## config.mk

```make
export PLATFORM = sky130hd
export DESIGN_NAME = axi_lite_master
export DESIGN_NICKNAME = d
export VERILOG_FILES = /design/src/rtl/axi_lite_pkg.sv /design/src/rtl/axi_lite_master.sv
export SDC_FILE = /design/constraint.sdc
export NUM_CORES = 1
export LEC_CHECK = 0
export ABC_AREA = 1
export CORE_ASPECT_RATIO = 0.5
export CORE_UTILIZATION = 41
export DETAILED_ROUTE_END_ITERATION = 6
export GPL_TIMING_DRIVEN = 0
export PLACE_DENSITY = 0.8
export REMOVE_ABC_BUFFERS = 1
export SLEW_MARGIN = 20
export SYNTH_ARGS = -nofsm -noshare
export SYNTH_HDL_FRONTEND = slang
export SYNTH_SLANG_ARGS = --single-unit
export TNS_END_PERCENT = 50
```

## constraint.sdc

```tcl
create_clock -name m_axi_aclk -period 6.3 [get_ports m_axi_aclk]
set_input_delay 1.89 -clock m_axi_aclk [delete_from_list [all_inputs] [get_ports m_axi_aclk]]
set_output_delay 1.89 -clock m_axi_aclk [all_outputs]
set_load 0.05 [all_outputs]
```

## src/rtl/axi_lite_pkg.sv

```systemverilog
// AXI4-Lite shared definitions.
// Response codes and the manager FSM state type.
package axi_lite_pkg;

  localparam logic [1:0] RESP_OKAY   = 2'b00;
  localparam logic [1:0] RESP_EXOKAY = 2'b01;
  localparam logic [1:0] RESP_SLVERR = 2'b10;
  localparam logic [1:0] RESP_DECERR = 2'b11;

  typedef enum logic [2:0] {
    IDLE,
    WRITE,
    WR_RESP,
    RD_ADDR,
    RD_DATA,
    RESP
  } axi_lite_master_state_t;

endpackage

```

## src/rtl/axi_lite_master.sv

```systemverilog
// Single-outstanding AXI4-Lite manager.
// One command in, AW/W/B or AR/R out, one response back.
module axi_lite_master
  import axi_lite_pkg::*;
#(
  parameter int ADDR_WIDTH = 32,
  parameter int DATA_WIDTH = 32
) (
  input  logic                    m_axi_aclk,
  input  logic                    m_axi_areset,
  input  logic                    cmd_valid,
  output logic                    cmd_ready,
  input  logic                    cmd_write,
  input  logic [ADDR_WIDTH-1:0]   cmd_addr,
  input  logic [DATA_WIDTH-1:0]   cmd_wdata,
  input  logic [DATA_WIDTH/8-1:0] cmd_wstrb,
  output logic                    rsp_valid,
  input  logic                    rsp_ready,
  output logic                    rsp_write,
  output logic [DATA_WIDTH-1:0]   rsp_rdata,
  output logic [1:0]              rsp_resp,
  output logic [ADDR_WIDTH-1:0]   m_axi_awaddr,
  output logic                    m_axi_awvalid,
  input  logic                    m_axi_awready,
  output logic [DATA_WIDTH-1:0]   m_axi_wdata,
  output logic [DATA_WIDTH/8-1:0] m_axi_wstrb,
  output logic                    m_axi_wvalid,
  input  logic                    m_axi_wready,
  input  logic [1:0]              m_axi_bresp,
  input  logic                    m_axi_bvalid,
  output logic                    m_axi_bready,
  output logic [ADDR_WIDTH-1:0]   m_axi_araddr,
  output logic                    m_axi_arvalid,
  input  logic                    m_axi_arready,
  input  logic [DATA_WIDTH-1:0]   m_axi_rdata,
  input  logic [1:0]              m_axi_rresp,
  input  logic                    m_axi_rvalid,
  output logic                    m_axi_rready,
  output logic                    busy
);

  if (DATA_WIDTH != 32) begin : g_width_check
    $error("axi_lite_master: only DATA_WIDTH=32 is supported");
  end

  axi_lite_master_state_t state, state_n;

  logic accept;
  logic aw_left;
  logic w_left;
  logic b_hs;
  logic r_hs;

  assign accept  = cmd_valid && cmd_ready;
  assign aw_left = m_axi_awvalid && !m_axi_awready;
  assign w_left  = m_axi_wvalid && !m_axi_wready;
  assign b_hs    = m_axi_bvalid && m_axi_bready;
  assign r_hs    = m_axi_rvalid && m_axi_rready;

  // State register; reset aborts any transaction in flight.
  always_ff @(posedge m_axi_aclk or posedge m_axi_areset) begin
    if (m_axi_areset) state <= IDLE;
    else              state <= state_n;
  end

  // Next-state: each state waits on its own channel handshake.
  always_comb begin
    state_n = state;
    unique case (state)
      IDLE:    if (accept) state_n = cmd_write ? WRITE : RD_ADDR;
      WRITE:   if (!aw_left && !w_left) state_n = WR_RESP;
      WR_RESP: if (b_hs) state_n = RESP;
      RD_ADDR: if (m_axi_arvalid && m_axi_arready) state_n = RD_DATA;
      RD_DATA: if (r_hs) state_n = RESP;
      RESP:    if (rsp_valid && rsp_ready) state_n = IDLE;
      default: state_n = IDLE;
    endcase
  end

  // Control outputs registered from the next state, so no valid
  // ever depends combinationally on a ready.
  always_ff @(posedge m_axi_aclk or posedge m_axi_areset) begin
    if (m_axi_areset) begin
      cmd_ready     <= 1'b0;
      busy          <= 1'b0;
      rsp_valid     <= 1'b0;
      m_axi_awvalid <= 1'b0;
      m_axi_wvalid  <= 1'b0;
      m_axi_bready  <= 1'b0;
      m_axi_arvalid <= 1'b0;
      m_axi_rready  <= 1'b0;
    end else begin
      cmd_ready     <= (state_n == IDLE);
      busy          <= (state_n != IDLE);
      rsp_valid     <= (state_n == RESP);
      m_axi_awvalid <= (accept && cmd_write) || aw_left;
      m_axi_wvalid  <= (accept && cmd_write) || w_left;
      m_axi_bready  <= (state_n == WR_RESP);
      m_axi_arvalid <= (state_n == RD_ADDR);
      m_axi_rready  <= (state_n == RD_DATA);
    end
  end

  // Capture command fields on accept and the result on B/R.
  always_ff @(posedge m_axi_aclk or posedge m_axi_areset) begin
    if (m_axi_areset) begin
      m_axi_awaddr <= '0;
      m_axi_wdata  <= '0;
      m_axi_wstrb  <= '0;
      m_axi_araddr <= '0;
      rsp_write    <= 1'b0;
      rsp_rdata    <= '0;
      rsp_resp     <= 2'b00;
    end else begin
      if (accept) begin
        rsp_write <= cmd_write;
        if (cmd_write) begin
          m_axi_awaddr <= cmd_addr;
          m_axi_wdata  <= cmd_wdata;
          m_axi_wstrb  <= cmd_wstrb;
        end else begin
          m_axi_araddr <= cmd_addr;
        end
      end
      if (b_hs) begin
        rsp_rdata <= '0;
        rsp_resp  <= m_axi_bresp;
      end
      if (r_hs) begin
        rsp_rdata <= m_axi_rdata;
        rsp_resp  <= m_axi_rresp;
      end
    end
  end

endmodule

```

==> summary.txt, run 1 <==
Run status
  • Status: completed

Placement
  • Area post-placement: 0.008318 sq mm
  • DP HPWL: 10.24 mm
  • Port bufs: 256
  • GPL Wtd Cong: 0.8129

Setup path
  • Largest delay share family, worst path: simple AND/OR/NAND/NOR gates
  • Worst r2r src: m_axi_rready
  • CP endpoint kind: flop
  • CP max stage delay: 0.52 ns
  • R2R Setup Slk: 4.14 ns
  • CP Launch Type: primary input
  • CP bufs+invs: 3
  • Worst path slowest cell: nand2_2
  • WP data arrival: 3.96 ns
  • Crit Path Class: primary input to flop
  • CP most frequent cell: nand2_1
  • R2R Path End: m_axi_arvalid
  • Top fanout value on the critical path: 38
  • Crit-path cells: clkdlybuf4s50_1 > nand2_2 > inv_2 > nand3_1 > nand2_1 > nor2_1 > nand2_1 > nand2_1 > inv_1
  • Worst EP required: 6.60 ns
  • Reg2Reg Depth: 8

GRT
  • Initial antenna violation count: 0
  • GR Overflow Total: 0
  • Global-route usage over all layers: 22.48%
  • Largest net degree at the start of global routing: 84
  • Vias in the first global route: 4,876
  • First-pass GRT wire length: 24.69 mm

Routing
  • # DRC: 0
  • Avg Vias per Cell: 4.792
  • Vias post-DR: 4,643
  • First-iteration detailed-routing DRC count: 301
  • Post-Route WL: 15.10 mm
  • First-pass DRT Iterations: 5
  • Post-route ant nets: 0
  • Routed len/inst: 15.58 um

Final layout
  • ANT cells: 0
  • Fin util: 69.16%
  • Layout cell share with drive strength beyond 1: 9.262%
  • Syn-to-layout area delta: 60.54%
  • Design Area, Final: 0.008959 sq mm
  • Commonest non-fill, non-tap cell in the layout: clkdlybuf4s50_1
  • Layout net count: 902
  • Commonest non-fill, non-tap cells in the layout: clkdlybuf4s50_1, nand2_1, dfrtp_1, o21ai_0, inv_1

Power
  • Sw frac: 46.61%
  • PD cells: 653.2 mW/mm^2
  • Lkg Pwr: 0.004247 uW
  • Internal: 3124 uW
  • Net switching power: 2728 uW
  • Clock share of power: 18.7%
  • Comb power frac: 53.8%
  • Sequential share of power: 27.5%
  • Peak VDD IR: 0.0003570 V

Min path
  • Worst hold start: m_axi_awaddr[23]
  • Hold Path Stages: 2
  • Hold Path End: m_axi_awaddr[23]
  • Hold Path Class: flop to flop

Die
  • Starting Density: 43.08%
  • # IOs: 257
  • Core Area: 0.01295 sq mm
  • DIE AREA: 0.01411 sq mm
  • Die Ht: 84.50 um
  • Cell Rows: 29
  • Die X: 167.0 um

Clock tree
  • CTS tree: yes
  • # hold bufs at CTS: 0
  • CTS root buffer: clkbuf_16
  • Worst-Skew Late Latency: 0.41 ns
  • CTS H-tree depth: 4
  • CTS Buffer Depth: 2
  • Sink Count: 146
  • Post-cts sizing count: 0
  • Reg clk slew, reported paths: 0.05 ns
  • Number of setup buffers added after CTS: 0
  • Num CTS Buffers: 17

Timing
  • Clock Skews: 0.008831 ns
  • Final hold viol count: 0
  • # setup viols final: 0
  • Fin Setup TNS: 0 ns
  • Max-slew headroom: 52.63%
  • Slew Viols, Final: 0
  • Final min period: 3.661 ns
  • Max Freq: 273.1 MHz
  • Tcrit/Tclk final: 58.11%
  • Worst-Margin Slew: 0.7080 ns
  • RSZ-0062 raised after global routing: no

Run
  • Max-cap viol count: 0

Synth
  • Synthesized flop and latch total: 146
  • Unique masters post-synth: 16
  • Avg Cell Area, Syn: 10.39 sq um
  • Post-synthesis cell area: 0.005580 sq mm
  • Synthesis warning total: 0
  • Cells after synthesis: 537
  • Register area share after synthesis: 65.47%
==> registers in the layout, indices dropped and copies added, names as in the netlist, 2 cells and up <==
signal and count:
m_axi_araddr 32, rsp_resp 2, m_axi_awaddr 32, state 3, m_axi_wstrb 4, rsp_rdata 32, m_axi_wdata 32
==> worst register-to-register path, stage by stage, from the launching register on <==
cell and delay, ns:
dfrtp_1 0.39, nand2_2 0.53, inv_2 0.47, nand3_1 0.18, nand2_1 0.07, nor2_1 0.20, nand2_1 0.11, nand2_1 0.08
inv_1 0.04
==> layer usage <==
layer  vias up  global-route usage, %  share of wire, %
met5         -                      0                 0
met3        31                  4.903               4.5
met2       134                  41.42                53
met4         0                  10.19               2.7
li1       2220                      -                 -
met1      2258                  25.23                40
==> cell usage after synthesis <==
cell type / count / share of area (%)
mux2_2: 33 / 6.7
nand2_2: 1 / 0.11
dfrtp_1: 146 / 65
nand4_1: 3 / 0.34
nor2_1: 11 / 0.74
buf_6: 2 / 0.40
buf_2: 13 / 1.2
mux2_4: 3 / 0.81
inv_1: 44 / 3.0
inv_2: 2 / 0.13
a21oi_1: 1 / 0.090
nand2_1: 158 / 11
nor3_1: 1 / 0.090
o21ai_0: 68 / 6.1
nand3_1: 39 / 3.5
clkbuf_1: 12 / 0.81
==> logic make-up after synthesis <==
family                 after synthesis  share of synthesized area, %
multiplexers                        36                         7.466
AO/OA/AOI/OAI                       69                         6.188
AND/OR/NAND/NOR                    213                         15.40
buffers and inverters               73                         5.471
flip-flops                         146                         65.47
==> stage by stage <==
| step | setup WS [ns] | total power [uW] | hold slack [ns] | cells |
|---|---|---|---|---|
| detailed placement | 2.155 | 4774 | 0.4717 | 939 |
| finish | 2.639 | 5852 | 0.4810 | 969 |
| CTS | 2.589 | 5895 | 0.4856 | 969 |
| global placement | -1.420 | 4704 | 0.4647 | 936 |
| global route | 2.379 | 6095 | 0.5061 | 969 |
| floorplan | 0.4870 | 3610 | 0.6027 | 510 |
==> power by group through the flow <==
stage / clock, uW / sequential (uW) / combinational [uW]
floorplan: 0 / 3120 / 486
CTS: 1110 / 1610 / 3170
global placement: 0 / 1590 / 3110
global route: 1150 / 1660 / 3280
finish: 1090 / 1610 / 3150
detailed placement: 0 / 1620 / 3150
==> area by class of cell <==
type	count	area, sq um
Multi-Input combinational cell	318	1634
Tap cell	170	212.7
Timing Repair Buffer	259	2638
Fill cell	959	3995
Inverter	46	180.2
Clock buffer	21	460.4
Clock inverter	9	180.2
Sequential cell	146	3654
==> how the worst max path moves through the flow <==
stage	startpoint	to	slack, ns	cells past startpoint
after floorplan	m_axi_areset	busy	0.49	1
after global placement	m_axi_areset	rsp_rdata[0]	-1.42	2
after detailed placement	m_axi_rvalid	m_axi_arvalid	2.15	9
after CTS	m_axi_rvalid	m_axi_arvalid	2.59	9
after global routing	m_axi_rvalid	m_axi_arvalid	2.38	9
final	m_axi_rvalid	m_axi_arvalid	2.64	9
Power figures use the tool's default switching activity.
==> inputs of run 2 (changes only) <==
--- a/config.mk
+++ b/config.mk
@@ -7,10 +7,10 @@
 export LEC_CHECK = 0
 export ABC_AREA = 1
 export CORE_ASPECT_RATIO = 0.5
-export CORE_UTILIZATION = 41
+export CORE_UTILIZATION = 37
 export DETAILED_ROUTE_END_ITERATION = 6
 export GPL_TIMING_DRIVEN = 0
-export PLACE_DENSITY = 0.8
+export PLACE_DENSITY = 0.76
 export REMOVE_ABC_BUFFERS = 1
 export SLEW_MARGIN = 20
 export SYNTH_ARGS = -nofsm -noshare
==> constraint.sdc (replaced) <==
create_clock -name m_axi_aclk -period 3.2 [get_ports m_axi_aclk]
set_input_delay 0.96 -clock m_axi_aclk [delete_from_list [all_inputs] [get_ports m_axi_aclk]]
set_output_delay 0.96 -clock m_axi_aclk [all_outputs]
set_load 0.05 [all_outputs]
==> summary.txt, run 2 (synthesized netlist as in run 1, its figures left out) <==
Run status
  • Status: completed

GRT
  • First-pass GRT wire length: 22.79 mm (-7.7%)
  • Vias in the first global route: 4,509 (-7.5%)
  • Global-route usage over all layers: 18.95% (-3.5 points)
  • Initial antenna violation count: 0 (unchanged)
  • GR Overflow Total: 0 (unchanged)
  • Largest net degree at the start of global routing: 88 (+4.8%)

Timing
  • Hold WS: 0.4794 ns (-0.001596 ns)
  • Worst-Margin Slew: 0.7436 ns (+0.03561 ns)
  • RSZ-0062 raised after global routing: no
  • Final min period: 2.818 ns
  • Tcrit/Tclk final: 88.05%
  • Max-slew headroom: 50.25% (-2.4 points)
  • # setup viols final: 0 (unchanged)
  • Clock Skews: 0.009301 ns (+0.0004697 ns)
  • Final hold viol count: 0 (unchanged)
  • Max Freq: 354.9 MHz
  • Worst Setup Slack, final: 0.3823 ns (-2.257 ns)
  • Slew Viols, Final: 0 (unchanged)

Placement
  • Placed instance count: 967 (+3.0%)
  • Port bufs: 256 (unchanged)
  • DP HPWL: 10.40 mm (+1.6%)
  • GPL Wtd Cong: 0.7685 (-5.5%)
  • Pre-CTS setup slack: -0.02844 ns (-2.183 ns)

Routing
  • Vias post-DR: 4,607 (-0.78%)
  • Metal1 wirelength: 6.091 mm (+1.0%)
  • Post-route ant nets: 0 (unchanged)
  • Avg Vias per Cell: 4.626 (-3.5%)
  • First-iteration detailed-routing DRC count: 201 (-33%)
  • WL met2: 7.845 mm (-1.5%)
  • Routed len/inst: 15.04 um (-3.4%)
  • Met3 Wirelength: 638 um (-6.5%)
  • First-pass DRT Iterations: 4 (-1)
  • # DRC: 0 (unchanged)
  • Post-Route WL: 14.98 mm (-0.75%)
  • Top sig layer: met4

Final layout
  • Layout cell share with drive strength beyond 1: 9.398% (+0.14 points)
  • Fin cells: 996 (+2.8%)
  • Storage element area: 0.003654 sq mm (unchanged)
  • Commonest non-fill, non-tap cells in the layout: clkdlybuf4s50_1, nand2_1, dfrtp_1, o21ai_0, inv_1
  • Syn-to-layout area delta: 61.30%
  • Commonest non-fill, non-tap cell in the layout: clkdlybuf4s50_1
  • Area occupied by multi-input gates: 0.001634 sq mm (unchanged)
  • ANT cells: 0 (unchanged)
  • Layout net count: 902 (unchanged)
  • Filler Cell Count: 1,157 (+21%)

Clock tree
  • CTS tree: yes
  • CTS Buffer Depth: 2 (unchanged)
  • Number of setup buffers added after CTS: 0 (unchanged)
  • CTS H-tree depth: 4 (unchanged)
  • Sink Count: 146 (unchanged)
  • Worst-Skew Late Latency: 0.40 ns (about the same)
  • Reg clk slew, reported paths: 0.06 ns (about the same)
  • # hold bufs at CTS: 0 (unchanged)
  • Num CTS Buffers: 17 (unchanged)
  • CTS root buffer: clkbuf_16
  • Post-cts sizing count: 0 (unchanged)

Setup path
  • Crit Path Class: primary input to flop
  • Worst EP required: 3.53 ns (-3.07 ns)
  • Largest delay share family, worst path: simple AND/OR/NAND/NOR gates
  • Top fanout value on the critical path: 38 (unchanged)
  • Worst path slowest cell: nand2_2
  • CP Launch Type: primary input
  • Crit-path cells: clkdlybuf4s50_1 > nand2_2 > inv_2 > nand3_1 > nand2_1 > nor2_1 > nand3_1 > nor2_1
  • CP endpoint kind: flop
  • CP max stage delay: 0.55 ns (+0.03 ns)
  • WP data arrival: 3.15 ns (-0.81 ns)
  • CP bufs+invs: 2 (-1)
  • R2R Setup Slk: 0.96 ns (-3.18 ns)

Power
  • Peak VDD IR: 0.0005764 V (+61%)
  • Lkg Pwr: 0.004263 uW (+0.38%)
  • PD cells: 1282 mW/mm^2 (+96%)
  • Pwr Total: 11,540 uW (+97%)

Die
  • Starting Density: 38.26% (-4.8 points)
  • Die Ht: 88.84 um (+5.1%)
  • Die X: 175.7 um (+5.2%)
  • # IOs: 257 (unchanged)
  • Core Area: 0.01458 sq mm (+13%)
  • Cell Rows: 31 (+6.9%)
  • DIE AREA: 0.01561 sq mm (+11%)

Min path
  • Hold Path Class: flop to flop

Run
  • Max-cap viol count: 0 (unchanged)
[run 2: cell count changes in the layout (fill, tap and decap cells not counted), sizes merged]
| cell | change |
|---|---|
| clkinv | +4 |
| bufinv | +1 |
| clkbuf | -4 |
| clkinvlp | -2 |
[run 2: routing by layer]
layer,up-vias,track usage [%]
li1,2220,-
met1,2224,22.37
met2,132,33.35
met3,31,4.553
met4,0,9.012
met5,-,0
[run 2: where the power goes]
| part | leakage, uW | switching, uW | internal [uW] |
|---|---|---|---|
| combinational | 0.00211 | 4140 | 2030 |
| sequential | 0.00184 | 467 | 2710 |
| clock | 0.000310 | 756 | 1440 |
| total | 0.00426 | 5360 | 6180 |
[run 2: final cells by class]
cell class | instances | area share (%)
clock buffer | 17 | 4.726
clock inverter | 12 | 2.391
inverter | 46 | 2.002
multi-input combinational | 318 | 18.15
sequential | 146 | 40.59
tap | 198 | 2.752
timing repair buffer | 259 | 29.39
[run 2: final timing paths]
check                                      start          endpoint  cells past startpoint
worst max-delay path                m_axi_rvalid      m_axi_rready                      8
worst min-delay path            m_axi_awaddr[24]  m_axi_awaddr[24]                      2
worst max register to register      m_axi_rready      m_axi_rready                      7
worst min register to register  m_axi_awaddr[24]  m_axi_awaddr[24]                      2
max in group asynchronous           m_axi_areset  m_axi_awaddr[19]                      3
min in group asynchronous           m_axi_areset     rsp_rdata[18]                      2
[run 2: through the flow]
| stage | setup TNS, ns | util, % | cell area [sq um] |
|---|---|---|---|
| 2_1_floorplan | -245.72 | - | 5448 |
| 5_1_grt | 0 | 61.72 | 9001 |
| 3_5_place_dp | -0.05632 | 57.33 | 8361 |
| 6_report | 0 | 61.72 | 9001 |
| 4_1_cts | 0 | 61.72 | 9001 |
| 3_3_place_gp | -564.40 | 56.62 | 8258 |
[run 2: worst register-to-register path: cells and delay by family (launching register included)]
family / cells / cell delay [ns]
and+or+nand+nor: 6 / 1.29
buffers and inverters: 1 / 0.48
DFF: 1 / 0.40
==> inputs of run 3 (changes only) <==
--- a/config.mk
+++ b/config.mk
@@ -6,6 +6,7 @@
 export NUM_CORES = 1
 export LEC_CHECK = 0
 export ABC_AREA = 1
+export CAP_MARGIN = 15
 export CORE_ASPECT_RATIO = 0.5
 export CORE_UTILIZATION = 37
 export DETAILED_ROUTE_END_ITERATION = 6
==> results of run 3 <==
The final DEF is identical to that of run 2; final timing and power are the same.
